==> src/rtl/sys_pkg.sv <==
// Shared mode and state encodings for the LED monitor.
package sys_pkg;

  localparam logic [1:0] MODE_DIRECT = 2'b00;
  localparam logic [1:0] MODE_SCAN   = 2'b01;
  localparam logic [1:0] MODE_FREEZE = 2'b10;

  typedef enum logic [1:0] {
    ST_DIRECT = 2'd0,
    ST_SCAN   = 2'd1,
    ST_FREEZE = 2'd2
  } state_e;

  // Reserved mode 2'b11 falls back to DIRECT.
  function automatic state_e decode_mode(input logic [1:0] mode);
    case (mode)
      MODE_SCAN:   return ST_SCAN;
      MODE_FREEZE: return ST_FREEZE;
      default:     return ST_DIRECT;
    endcase
  endfunction

endpackage

==> src/rtl/sys_clk_div.sv <==
// Free-running divider; tick is the combinational terminal-count condition
// (div_cnt == DIVISOR-1), constantly high when DIVISOR is 1.
module sys_clk_div #(
  parameter int unsigned DIVISOR = 1
) (
  input  logic clk,
  input  logic SYS_reset_n,
  output logic tick
);

  localparam int CNT_W = (DIVISOR > 1) ? $clog2(DIVISOR) : 1;
  localparam logic [CNT_W-1:0] LAST = CNT_W'(DIVISOR - 1);

  logic [CNT_W-1:0] div_cnt_q;
  logic [CNT_W-1:0] div_cnt_d;

  assign tick      = (div_cnt_q == LAST);
  assign div_cnt_d = tick ? '0 : div_cnt_q + CNT_W'(1);

  always_ff @(posedge clk or negedge SYS_reset_n) begin
    if (!SYS_reset_n) div_cnt_q <= '0;
    else              div_cnt_q <= div_cnt_d;
  end

endmodule

==> src/rtl/sys_led_monitor.sv <==
// Multi-channel LED monitor: direct channel select, timed scan across
// channels, or display of a frozen snapshot of all channels.
module sys_led_monitor
  import sys_pkg::*;
#(
  parameter int unsigned DIVISOR  = 1,
  parameter int unsigned NUM_CH   = 8,
  parameter int unsigned CH_WIDTH = 27,
  localparam int SEL_W = $clog2(NUM_CH)
) (
  input  logic                         clk,
  input  logic                         SYS_reset_n,
  input  logic [SEL_W-1:0]             SYS_output_sel,
  input  logic [1:0]                   SYS_mode,
  input  logic [NUM_CH*CH_WIDTH-1:0]   SYS_ch_data,
  output logic [CH_WIDTH-1:0]          SYS_leds,
  output logic                         SYS_tick,
  output logic [SEL_W-1:0]             SYS_cur_ch
);

  state_e                     state_q, state_d;
  logic [SEL_W-1:0]           cur_ch_q, cur_ch_d;
  logic [CH_WIDTH-1:0]        leds_q, leds_d;
  logic [NUM_CH*CH_WIDTH-1:0] snap_q, snap_d;
  logic                       tick_q;
  logic                       tc;
  logic [SEL_W-1:0]           scan_ch;

  sys_clk_div #(.DIVISOR(DIVISOR)) u_clk_div (
    .clk         (clk),
    .SYS_reset_n (SYS_reset_n),
    .tick        (tc)
  );

  // Indices with no matching channel (non-power-of-two NUM_CH) select zero.
  function automatic logic [CH_WIDTH-1:0] pick(input logic [NUM_CH*CH_WIDTH-1:0] bank,
                                               input logic [SEL_W-1:0] idx);
    logic [CH_WIDTH-1:0] val;
    val = '0;
    for (int i = 0; i < int'(NUM_CH); i++) begin
      if (idx == SEL_W'(i)) val = bank[i*CH_WIDTH +: CH_WIDTH];
    end
    return val;
  endfunction

  // A scan entered from an out-of-range direct select restarts at channel 0.
  always_comb begin
    scan_ch = cur_ch_q;
    if (tc) begin
      if (cur_ch_q >= SEL_W'(NUM_CH - 1)) scan_ch = '0;
      else                               scan_ch = cur_ch_q + SEL_W'(1);
    end
  end

  always_comb begin
    state_d  = decode_mode(SYS_mode);
    cur_ch_d = cur_ch_q;
    leds_d   = leds_q;
    snap_d   = snap_q;
    case (state_d)
      ST_SCAN: begin
        cur_ch_d = scan_ch;
        leds_d   = pick(SYS_ch_data, scan_ch);
      end
      ST_FREEZE: begin
        cur_ch_d = SYS_output_sel;
        if (state_q != ST_FREEZE) begin
          snap_d = SYS_ch_data;
          leds_d = pick(SYS_ch_data, SYS_output_sel);
        end else begin
          leds_d = pick(snap_q, SYS_output_sel);
        end
      end
      default: begin
        cur_ch_d = SYS_output_sel;
        leds_d   = pick(SYS_ch_data, SYS_output_sel);
      end
    endcase
  end

  always_ff @(posedge clk or negedge SYS_reset_n) begin
    if (!SYS_reset_n) begin
      state_q  <= ST_DIRECT;
      cur_ch_q <= '0;
      leds_q   <= '0;
      snap_q   <= '0;
      tick_q   <= 1'b0;
    end else begin
      state_q  <= state_d;
      cur_ch_q <= cur_ch_d;
      leds_q   <= leds_d;
      snap_q   <= snap_d;
      tick_q   <= tc;
    end
  end

  assign SYS_leds   = leds_q;
  assign SYS_tick   = tick_q;
  assign SYS_cur_ch = cur_ch_q;

endmodule

==> config.mk <==
export PLATFORM = sky130hd
export DESIGN_NAME = sys_led_monitor
export DESIGN_NICKNAME = d
export VERILOG_FILES = /design/src/rtl/sys_pkg.sv /design/src/rtl/sys_clk_div.sv /design/src/rtl/sys_led_monitor.sv
export SDC_FILE = /design/constraint.sdc
export NUM_CORES = 1
export LEC_CHECK = 0
export ABC_AREA = 1
export CORE_MARGIN = 3
export CORE_UTILIZATION = 40
export CTS_CLUSTER_DIAMETER = 80
export DETAILED_ROUTE_END_ITERATION = 10
export GPL_ROUTABILITY_DRIVEN = 0
export GPL_TIMING_DRIVEN = 1
export PLACE_DENSITY = 0.67
export SLEW_MARGIN = 20
export SYNTH_ARGS = -nofsm -noshare
export SYNTH_HDL_FRONTEND = slang
export SYNTH_SLANG_ARGS = --single-unit
==> constraint.sdc <==
create_clock -name clk -period 2.4 [get_ports clk]
set_input_delay 0.36 -clock clk [delete_from_list [all_inputs] [get_ports clk]]
set_output_delay 0.36 -clock clk [all_outputs]
set_load 0.005 [all_outputs]
# == Word level (Yosys, flattened, before mapping) ==
# Cells that the tools add are included.
# word_totals
out_inout_bits,31
in_bits,223
word_cells,63
ff_bits,250
# classes
order_cmp,1
n_reduce_logical,3
add_sub_neg,2
muxes,31
eq_ne,19
bitwise,1
# ops
operator,count
27-bit two-way mux,25
27-bit case mux with 2 select lines,1
"3-bit equality test, second input constant",8
"3-bit by 2-bit equality test with 1-bit output, second input constant",4
3-bit two-way mux,3
"3-bit by 1-bit equality test with 1-bit output, second input constant",2
3-bit logical NOT,2
"2-bit by 1-bit equality test with 1-bit output, second input constant",2
"2-bit equality test, second input constant",2
2-bit case mux with 2 select lines,1
"3-bit by 1-bit adder with 3-bit output, second input constant",1
"3-bit greater-or-equal comparator, second input constant",1
"2-bit inequality test, second input constant",1
2-bit AND reduction,1
"1-bit adder, second input constant",1
1-bit two-way mux,1
1-bit NOT,1

# == Longest topological paths before layout ==
# Gate-level depths: netlist of run 1.
# depth
word_depth,13
mapped_depth,15
ltp_nobuf,13

# == Hierarchy ==
# A second synthesis of run 1 with hierarchy kept.
# unflattened
cells_unflattened,2003
hier_area_um2,14906.8
# by_module_without_submodules
mod,cells_per_inst,area_per_inst_um2,instances,seq_area_each_um2
sys_led_monitor,2001,14895.5,1,6231.0
sys_clk_div,2,11.3,1,0.0

# == Least setup slack after synthesis of run 1 ==
# OpenSTA, ideal clock, no wires.
# synth_timing
path_kind,reg2reg
startpoint,register cur_ch_q[0] (netlist: SYS_cur_ch[0])
endpoint,register leds_q[23] (netlist: SYS_leds[23])
path_buffers,1
period_less_slack_ns,2.076
setup_time_ns,0.117
slack_ns,0.324
stages_incl_launch_ff,15
arrival_time_ns,1.958
cell_sequence,dfrtp_1 ha_1 ha_1 nor2_1 inv_1 nor2_4 nand2_1 clkbuf_1 nor2_1 o21bai_1 nand2_1 nand2_1 nand2_1 nand2_1 nand2_1
# synth_via
elab_chain_cells,13
elab_cells_between_ends,21
cone_classes,1 x add/sub; 1 x order compare; 7 x eq/ne; 11 x mux; 1 x reduce/logical
# synth_lines
item,line,source
"start, declared",sys_led_monitor.sv:22,"logic [SEL_W-1:0] cur_ch_q, cur_ch_d;"
"start signal, assigned",sys_led_monitor.sv:90,cur_ch_q <= cur_ch_d;
3-bit by 1-bit adder with 3-bit output or 3-bit greater-or-equal comparator (tied branches),"sys_led_monitor.sv:51, sys_led_monitor.sv:50",
3-bit two-way mux,sys_led_monitor.sv:50,if (cur_ch_q >= SEL_W'(NUM_CH - 1)) scan_ch = '0;
3-bit two-way mux (*),sys_led_monitor.sv:49,if (tc) begin
3-bit logical NOT,sys_led_monitor.sv:41,if (idx == SEL_W'(i)) val = bank[i*CH_WIDTH +: CH_WIDTH];
27-bit two-way mux (7 in series),sys_led_monitor.sv:41,
27-bit two-way mux (*),sys_led_monitor.sv:41,
27-bit case mux with 2 select lines (*),sys_led_monitor.sv:60,case (state_d)
net leds_d[23],sys_led_monitor.sv:23,"logic [CH_WIDTH-1:0] leds_q, leds_d;"
"end signal, assigned",sys_led_monitor.sv:91,leds_q <= leds_d;
"end, declared",sys_led_monitor.sv:23,
# The timed path passes the listed nets; every way through them passes the cells marked *.
# A chain may end at the register's enable or synchronous reset.

# == Final worst setup path of run 1 ==
# layout_timing
startpoint,register cur_ch_q[0] (netlist: SYS_cur_ch[0])
endpoint,register leds_q[1] (netlist: SYS_leds[1])
# Same word-level chain as after synthesis.

==> flow_summary.json, run 1 <==
{
  "finalHoldViolations": 0,
  "status": "complete, no violations",
  "numPortBuffers": 253,
  "leakage_nw": 9.419,
  "die_area_mm2": 0.03919,
  "fin_skew_ns": 0.01933,
  "drive_gt1_share_pct": 12.94,
  "powerDensity_mw_per_mm2": 684.4,
  "finalCritPeriodShare_pct": 97.94,
  "netlist_top_cells_area": "dfrtp_1 (42%), nand2_1 (16%), mux2_2 (6.6%)",
  "grt_setup_unrepaired": "no",
  "cts_max_level": 1,
  "hp-class": "in -> async",
  "dieWidth_um": 198.0,
  "insertedDiodeCount": 0,
  "path_cells": "ha_2 > ha_4 > nand3_4 > buf_4 > clkbuf_16 > nand3_1 > nand4_1 > o21bai_1 > nand2_1 > nand2_1 > nand2_1 > nand2_1 > nand2_1",
  "vdd_ir_drop_max_mv": 0.7205,
  "finalSetupViolCount": 0,
  "cts.sinks": 249,
  "synth_top_area_share_pct": 42.27,
  "syn_area_mm2": 0.01474,
  "grt_pass1_wl_um": 86730,
  "mostFrequentLayoutCell": "nand2_1",
  "cpLargestDelayFamily": "simple AND/OR/NAND/NOR gates",
  "criticalPathCategory": "reg -> reg",
  "synth_top_area_cell": "dfrtp_1",
  "synth-seq-cells": 249,
  "total_power_mw": 13.57,
  "syn_area_per_cell_um2": 7.426,
  "syn_nets": 2212,
  "clk_path_buf_depth": 3,
  "ys_seq_area_share_pct": 42.27,
  "vias_per_cell": 5.661,
  "layout_common_cells": "nand2_1 (622), clkdlybuf4s50_1 (252), dfrtp_1 (249)",
  "critical_path_arrival_ns": 2.78,
  "slew_headroom_pct": 54.12,
  "ant_nets": 0,
  "dp_hpwl_um": 42200,
  "cts_tree": "built",
  "cp.required_ns": 2.83,
  "clkLatencyLatePin_ns": 0.56,
  "dr.pass1.iters": 6,
  "cts.clk_slew.worst_paths_ns": 0.06,
  "ios": 254,
  "cp_max_fo": 26,
  "critPathMostFrequentCell": "nand2_1",
  "timing.fmax_mhz": 425.4,
  "cp_slowest_cell": "dfrtp_1",
  "critPathLaunchType": "flip-flop",
  "fin_setup_tns_ns": 0,
  "grt_pass1_vias": 15560,
  "grt_max_degree": 76,
  "route.detailed.drc": 0,
  "num_rows": 69,
  "final_nets": 2493,
  "clockRootBuffer": "clkbuf_16",
  "final.min_clock_period_ns": 2.351,
  "ys_warn_count": 0,
  "die_h_um": 198.0,
  "numCtsBuffers": 29,
  "crit_buf_inv": 2,
  "coreArea_mm2": 0.03591,
  "slowest_delay_ns": 0.38,
  "initial_core_util_pct": 41.04,
  "antenna_found_initial": 3,
  "overflow": 0,
  "drv_cap": 0,
  "synth_cell_types": 33,
  "tightest_slew_ns": 0.6883,
  "synthCells": 1985,
  "critPathCaptureType": "flip-flop",
  "grt_use_total_pct": 28.62,
  "routed_wl_um": 58130,
  "final_max_slew_viol_count": 0,
  "drt_iter0_markers": 1406,
  "vias": 15560,
  "syn_to_final_growth_pct": 34.54,
  "wire_per_inst_um": 21.15,
  "fillers": 3297
}
==> through the flow <==
| stage | area [µm²] | worst slack, ns | std cells | hold WS [ns] | utilization (%) |
|---|---|---|---|---|---|
| 3_3_place_gp | 18620 | -0.07914 | 2683 | 0.4080 | 51.85 |
| 4_1_cts | 19610 | 0.02296 | 2738 | 0.3985 | 54.59 |
| 2_1_floorplan | 14740 | 0.3245 | 1985 | 0.06441 | - |
| 5_1_grt | 19830 | 0.01211 | 2749 | 0.4397 | 55.22 |
| 3_5_place_dp | 18620 | -0.1277 | 2683 | 0.4024 | 51.85 |
| 6_report | 19830 | 0.04948 | 2749 | 0.3872 | 55.22 |
==> cell usage after synthesis <==
cell / number
nand2_1: 622
dfrtp_1: 249
inv_1: 190
o21ai_0: 174
a21oi_1: 106
nand4_1: 102
nand3_1: 91
mux2_2: 86
nor2_1: 77
clkbuf_1: 70
buf_2: 47
o211ai_1: 35
o21bai_1: 27
o221ai_1: 20
a22oi_1: 18
or2_0: 18
buf_1: 16
inv_2: 10
o21ai_1: 5
ha_1: 4
o22ai_1: 4
o2111ai_1: 2
or2_2: 2
buf_4: 1
clkinv_1: 1
conb_1: 1
nand2_2: 1
nand3_2: 1
nor2_2: 1
nor2_4: 1
nor2_8: 1
nor3_2: 1
nor3_4: 1
==> kinds of logic (layout without fill, tap and decap cells) <==
kind of cell	count (synthesis)	in the layout	synth area share [%]
simple gates	919	919	26.61
compound gates	391	391	15.23
mux	86	86	6.570
flops	249	249	42.27
buf+inv	335	638	8.955
other cells	1	1	0.02544
fa+ha+maj	4	4	0.3395
==> final timing paths <==
| path | to | start | slack (ns) | depth (start not counted) |
|---|---|---|---|---|
| worst max register to register | SYS_leds[1] | SYS_cur_ch[0] | 0.05 | 13 |
| worst min-delay path | snap_q[10] | SYS_reset_n | 0.39 | 2 |
| worst min register to register | snap_q[13] | snap_q[13] | 0.49 | 2 |
| max in group asynchronous | SYS_leds[10] | SYS_reset_n | 1.27 | 3 |
| min in group clk | snap_q[175] | SYS_ch_data[175] | 0.40 | 3 |
| worst max-delay path | SYS_leds[1] | SYS_cur_ch[0] | 0.05 | 13 |
==> area by class of cell <==
type | count | area (µm²) | share of cell area (%)
flip-flops and latches | 249 | 6231 | 31.42
well taps | 461 | 576.8 | 2.909
clock buffers | 46 | 899.6 | 4.536
multi-input cells | 1401 | 7273 | 36.68
clock inverters | 7 | 60.06 | 0.3028
repair buffers | 384 | 4028 | 20.31
inverters | 201 | 763.2 | 3.849
==> repair_timing <==
| item | CTS | global route |
|---|---|---|
| pin swaps | 0 | 7 |
| hold buffers | 1 | 0 |
| cloned | 0 | 5 |
| endpoints found under the setup margin | 26 | 24 |
| hold endpoints to repair | 66 | 0 |
| buffers inserted | 1 | 6 |
| resized for setup | 2 | 13 |
==> layer usage <==
metal | up-vias | wire length [µm] | GRT usage (%) | part of all wire (%)
li1 | 7144 | - | - | -
met1 | 7329 | 21600 | 34.96 | 37
met2 | 888 | 27740 | 49.06 | 48
met3 | 194 | 4862 | 3.539 | 8.4
met4 | 6 | 3887 | 16.15 | 6.7
met5 | - | 39 | 0 | 0.067
==> registers in the layout, summed over array words and instances, names as in the netlist <==
name,cells
snap_q,216
SYS_leds,27
SYS_cur_ch,3
state_q,2
SYS_tick,1
==> power by group <==
group / total, mW / internal, mW / leakage, nW / switching [mW]
clock: 4.48 / 2.65 / 0.481 / 1.83
combinational: 3.84 / 1.70 / 5.90 / 2.14
sequential: 5.26 / 4.88 / 3.04 / 0.381
total: 13.6 / 9.22 / 9.42 / 4.35
No activity file was read; power rests on OpenSTA's default activity.
==> inputs of run 2 (changes only) <==
--- a/config.mk
+++ b/config.mk
@@ -5,7 +5,6 @@
 export SDC_FILE = /design/constraint.sdc
 export NUM_CORES = 1
 export LEC_CHECK = 0
-export ABC_AREA = 1
 export CORE_MARGIN = 3
 export CORE_UTILIZATION = 40
 export CTS_CLUSTER_DIAMETER = 80
==> flow_summary.json, run 2 <==
{
  "status": "complete, no violations",
  "syn_area_per_cell_um2": 11.07,
  "vias": 13100,
  "cts.sinks": 249,
  "slowest_delay_ns": 0.77,
  "syn_nets": 1577,
  "initial_core_util_pct": 40.72,
  "finalSetupViolCount": 0,
  "critical_path_arrival_ns": 2.77,
  "cp_slowest_cell": "and3_2",
  "numCtsBuffers": 29,
  "clkLatencyLatePin_ns": 0.54,
  "grt_pass1_vias": 13460,
  "num_rows": 70,
  "criticalPathCategory": "reg -> reg",
  "final.min_clock_period_ns": 2.326,
  "tightest_slew_ns": 1.047,
  "finalHoldViolations": 0,
  "cp_max_fo": 26,
  "synthFlopType": "dfrtp_1",
  "clockRootBuffer": "clkbuf_16",
  "path_cells": "ha_2 > and3_2 > a221oi_1 > a2bb2oi_2 > o221ai_1",
  "dieWidth_um": 199.3,
  "numPortBuffers": 253,
  "preCtsSetupSlack_ns": 0.06474,
  "synthCells": 1350,
  "synthArstFlopShare_pct": 100.0,
  "grt_setup_unrepaired": "no",
  "slew_headroom_pct": 30.05,
  "cts_max_level": 1,
  "synth_top_area_share_pct": 41.69,
  "synth_cell_types": 52,
  "drive_gt1_share_pct": 27.60,
  "clk_path_buf_depth": 3,
  "route.detailed.drc": 0,
  "fin_setup_tns_ns": 0,
  "vias_per_cell": 6.355,
  "timing.fmax_mhz": 430.0,
  "grt_pass1_wl_um": 78940,
  "yosys-top-cells-count": "dfrtp_1 (249), mux2_2 (236), nand2_1 (116), o21ai_0 (80), nor2_1 (56)",
  "synth-seq-cells": 249,
  "grt_max_degree": 64,
  "antenna_found_initial": 3,
  "drv_cap": 0,
  "routed_wl_um": 51910,
  "critPathLaunchType": "flip-flop",
  "grt_use_total_pct": 25.58,
  "syn_area_mm2": 0.01494,
  "final_max_slew_viol_count": 0,
  "cts.clk_slew.worst_paths_ns": 0.06,
  "insertedDiodeCount": 0,
  "critPathCaptureType": "flip-flop",
  "hp-class": "in -> async",
  "final_nets": 1805,
  "ant_nets": 0,
  "fin_skew_ns": 0.009046,
  "layout_common_cells": "dfrtp_1 (249), clkdlybuf4s50_1 (249), mux2_2 (236)",
  "die_area_mm2": 0.03972,
  "largest_reg_flops": 216,
  "netlist_top_cells_area": "dfrtp_1 (42%), mux2_2 (18%), mux4_2 (8.0%)",
  "setup_ws_ns": 0.07429,
  "powerDensity_mw_per_mm2": 703.0,
  "wire_per_inst_um": 25.17,
  "dp_hpwl_um": 35630,
  "fillers": 3153,
  "leakage_nw": 7.727,
  "finalCritPeriodShare_pct": 96.90,
  "dr.pass1.iters": 6,
  "synth_top_area_cell": "dfrtp_1",
  "coreArea_mm2": 0.03670,
  "ios": 254,
  "overflow": 0,
  "vdd_ir_drop_max_mv": 0.5550,
  "synth_most_common_cell": "dfrtp_1",
  "synth-edff-count": 0,
  "syn_to_final_growth_pct": 29.38,
  "top_register": "snap_q",
  "ys_seq_area_share_pct": 41.69,
  "cp.required_ns": 2.84,
  "drt_iter0_markers": 1244,
  "ys_warn_count": 0,
  "cts_tree": "built",
  "die_h_um": 199.3
}
## run 2: cell types whose count changed in the layout (fill, tap and decap cells not counted), moves of 56 or more
cell     change
nand2_1    -507
inv_1      -184
mux2_2     +150
nand4_1    -101
o21ai_0     -94
nand3_1     -82
a21oi_1     -56
## run 2: cell type report
type                    count  area, µm²  area share, %
clock buffers              42      844.6          4.368
inverters                   5      18.77        0.09707
repair buffers            326       3425          17.71
clock inverters             5      75.07         0.3883
multi-input cells         967       8155          42.18
flip-flops and latches    249       6231          32.23
well taps                 468      585.6          3.029
## run 2: path summary, 6_finish.rpt
kind	from	endpoint	slack, ns	depth (start not counted)
max reg2reg	SYS_cur_ch[1]	SYS_leds[19]	0.07	5
min	SYS_reset_n	snap_q[20]	0.36	2
min in group clk	SYS_output_sel[1]	SYS_leds[5]	0.47	6
max in group asynchronous	SYS_reset_n	snap_q[149]	1.29	3
min reg2reg	snap_q[188]	snap_q[188]	0.47	2
max	SYS_cur_ch[1]	SYS_leds[19]	0.07	5
## run 2: repair_timing
| item | CTS | global route |
|---|---|---|
| resized for setup | 0 | 1 |
| hold buffers | 1 | 0 |
| endpoints found under the setup margin | 0 | 14 |
| endpoints found under the hold margin | 58 | 0 |
| buffers inserted | 0 | 0 |
## run 2: cells by family after synthesis
kind of cell,count (synthesis),synth area share (%)
AO/OA/AOI/OAI,359,16.90
adder cells (fa/ha/maj),4,0.3349
buffers and inverters,134,4.312
flip-flops,249,41.69
multiplexers,323,28.10
other,1,0.02509
AND/OR/NAND/NOR,280,8.632
## run 2: critical path, delay by kind of cell (launching register included)
family,cells,cell delay [ns]
compound gates,3,0.52
flops,1,0.39
simple gates,1,0.77
fa+ha+maj,1,0.53
## run 2: per-stage QoR
| stage | total power [mW] | instance area (µm²) | hold slack [ns] | util, % | std cells |
|---|---|---|---|---|---|
| 2_1_floorplan | 7.606 | 14940 | 0.06441 | - | 1350 |
| 3_3_place_gp | 9.160 | 18400 | 0.3488 | 50.13 | 2014 |
| 3_5_place_dp | 9.274 | 18400 | 0.3561 | 50.13 | 2014 |
| 4_1_cts | 13.64 | 19320 | 0.3672 | 52.66 | 2062 |
| 5_1_grt | 14.20 | 19330 | 0.3875 | 52.69 | 2062 |
| 6_report | 13.59 | 19330 | 0.3571 | 52.69 | 2062 |
## run 2: layer usage
metal	GRT usage (%)	vias to the layer above	share of wire, %
li1	-	5591	-
met1	35.31	6572	41
met2	40.44	783	46
met3	5.277	152	9.6
met4	8.641	6	3.2
met5	0	-	0.075
## run 2: power breakdown
group,switching (mW),total (mW),internal (mW)
Combinational,1.84,3.98,2.14
Sequential,0.363,5.29,4.93
Clock,1.71,4.32,2.61
==> inputs of run 3 (changes only) <==
--- a/config.mk
+++ b/config.mk
@@ -5,6 +5,7 @@
 export SDC_FILE = /design/constraint.sdc
 export NUM_CORES = 1
 export LEC_CHECK = 0
+export CAP_MARGIN = 25
 export CORE_MARGIN = 3
 export CORE_UTILIZATION = 40
 export CTS_CLUSTER_DIAMETER = 80
==> results of run 3 <==
Same layout as run 2: the final DEF is identical, and so are final timing and power.
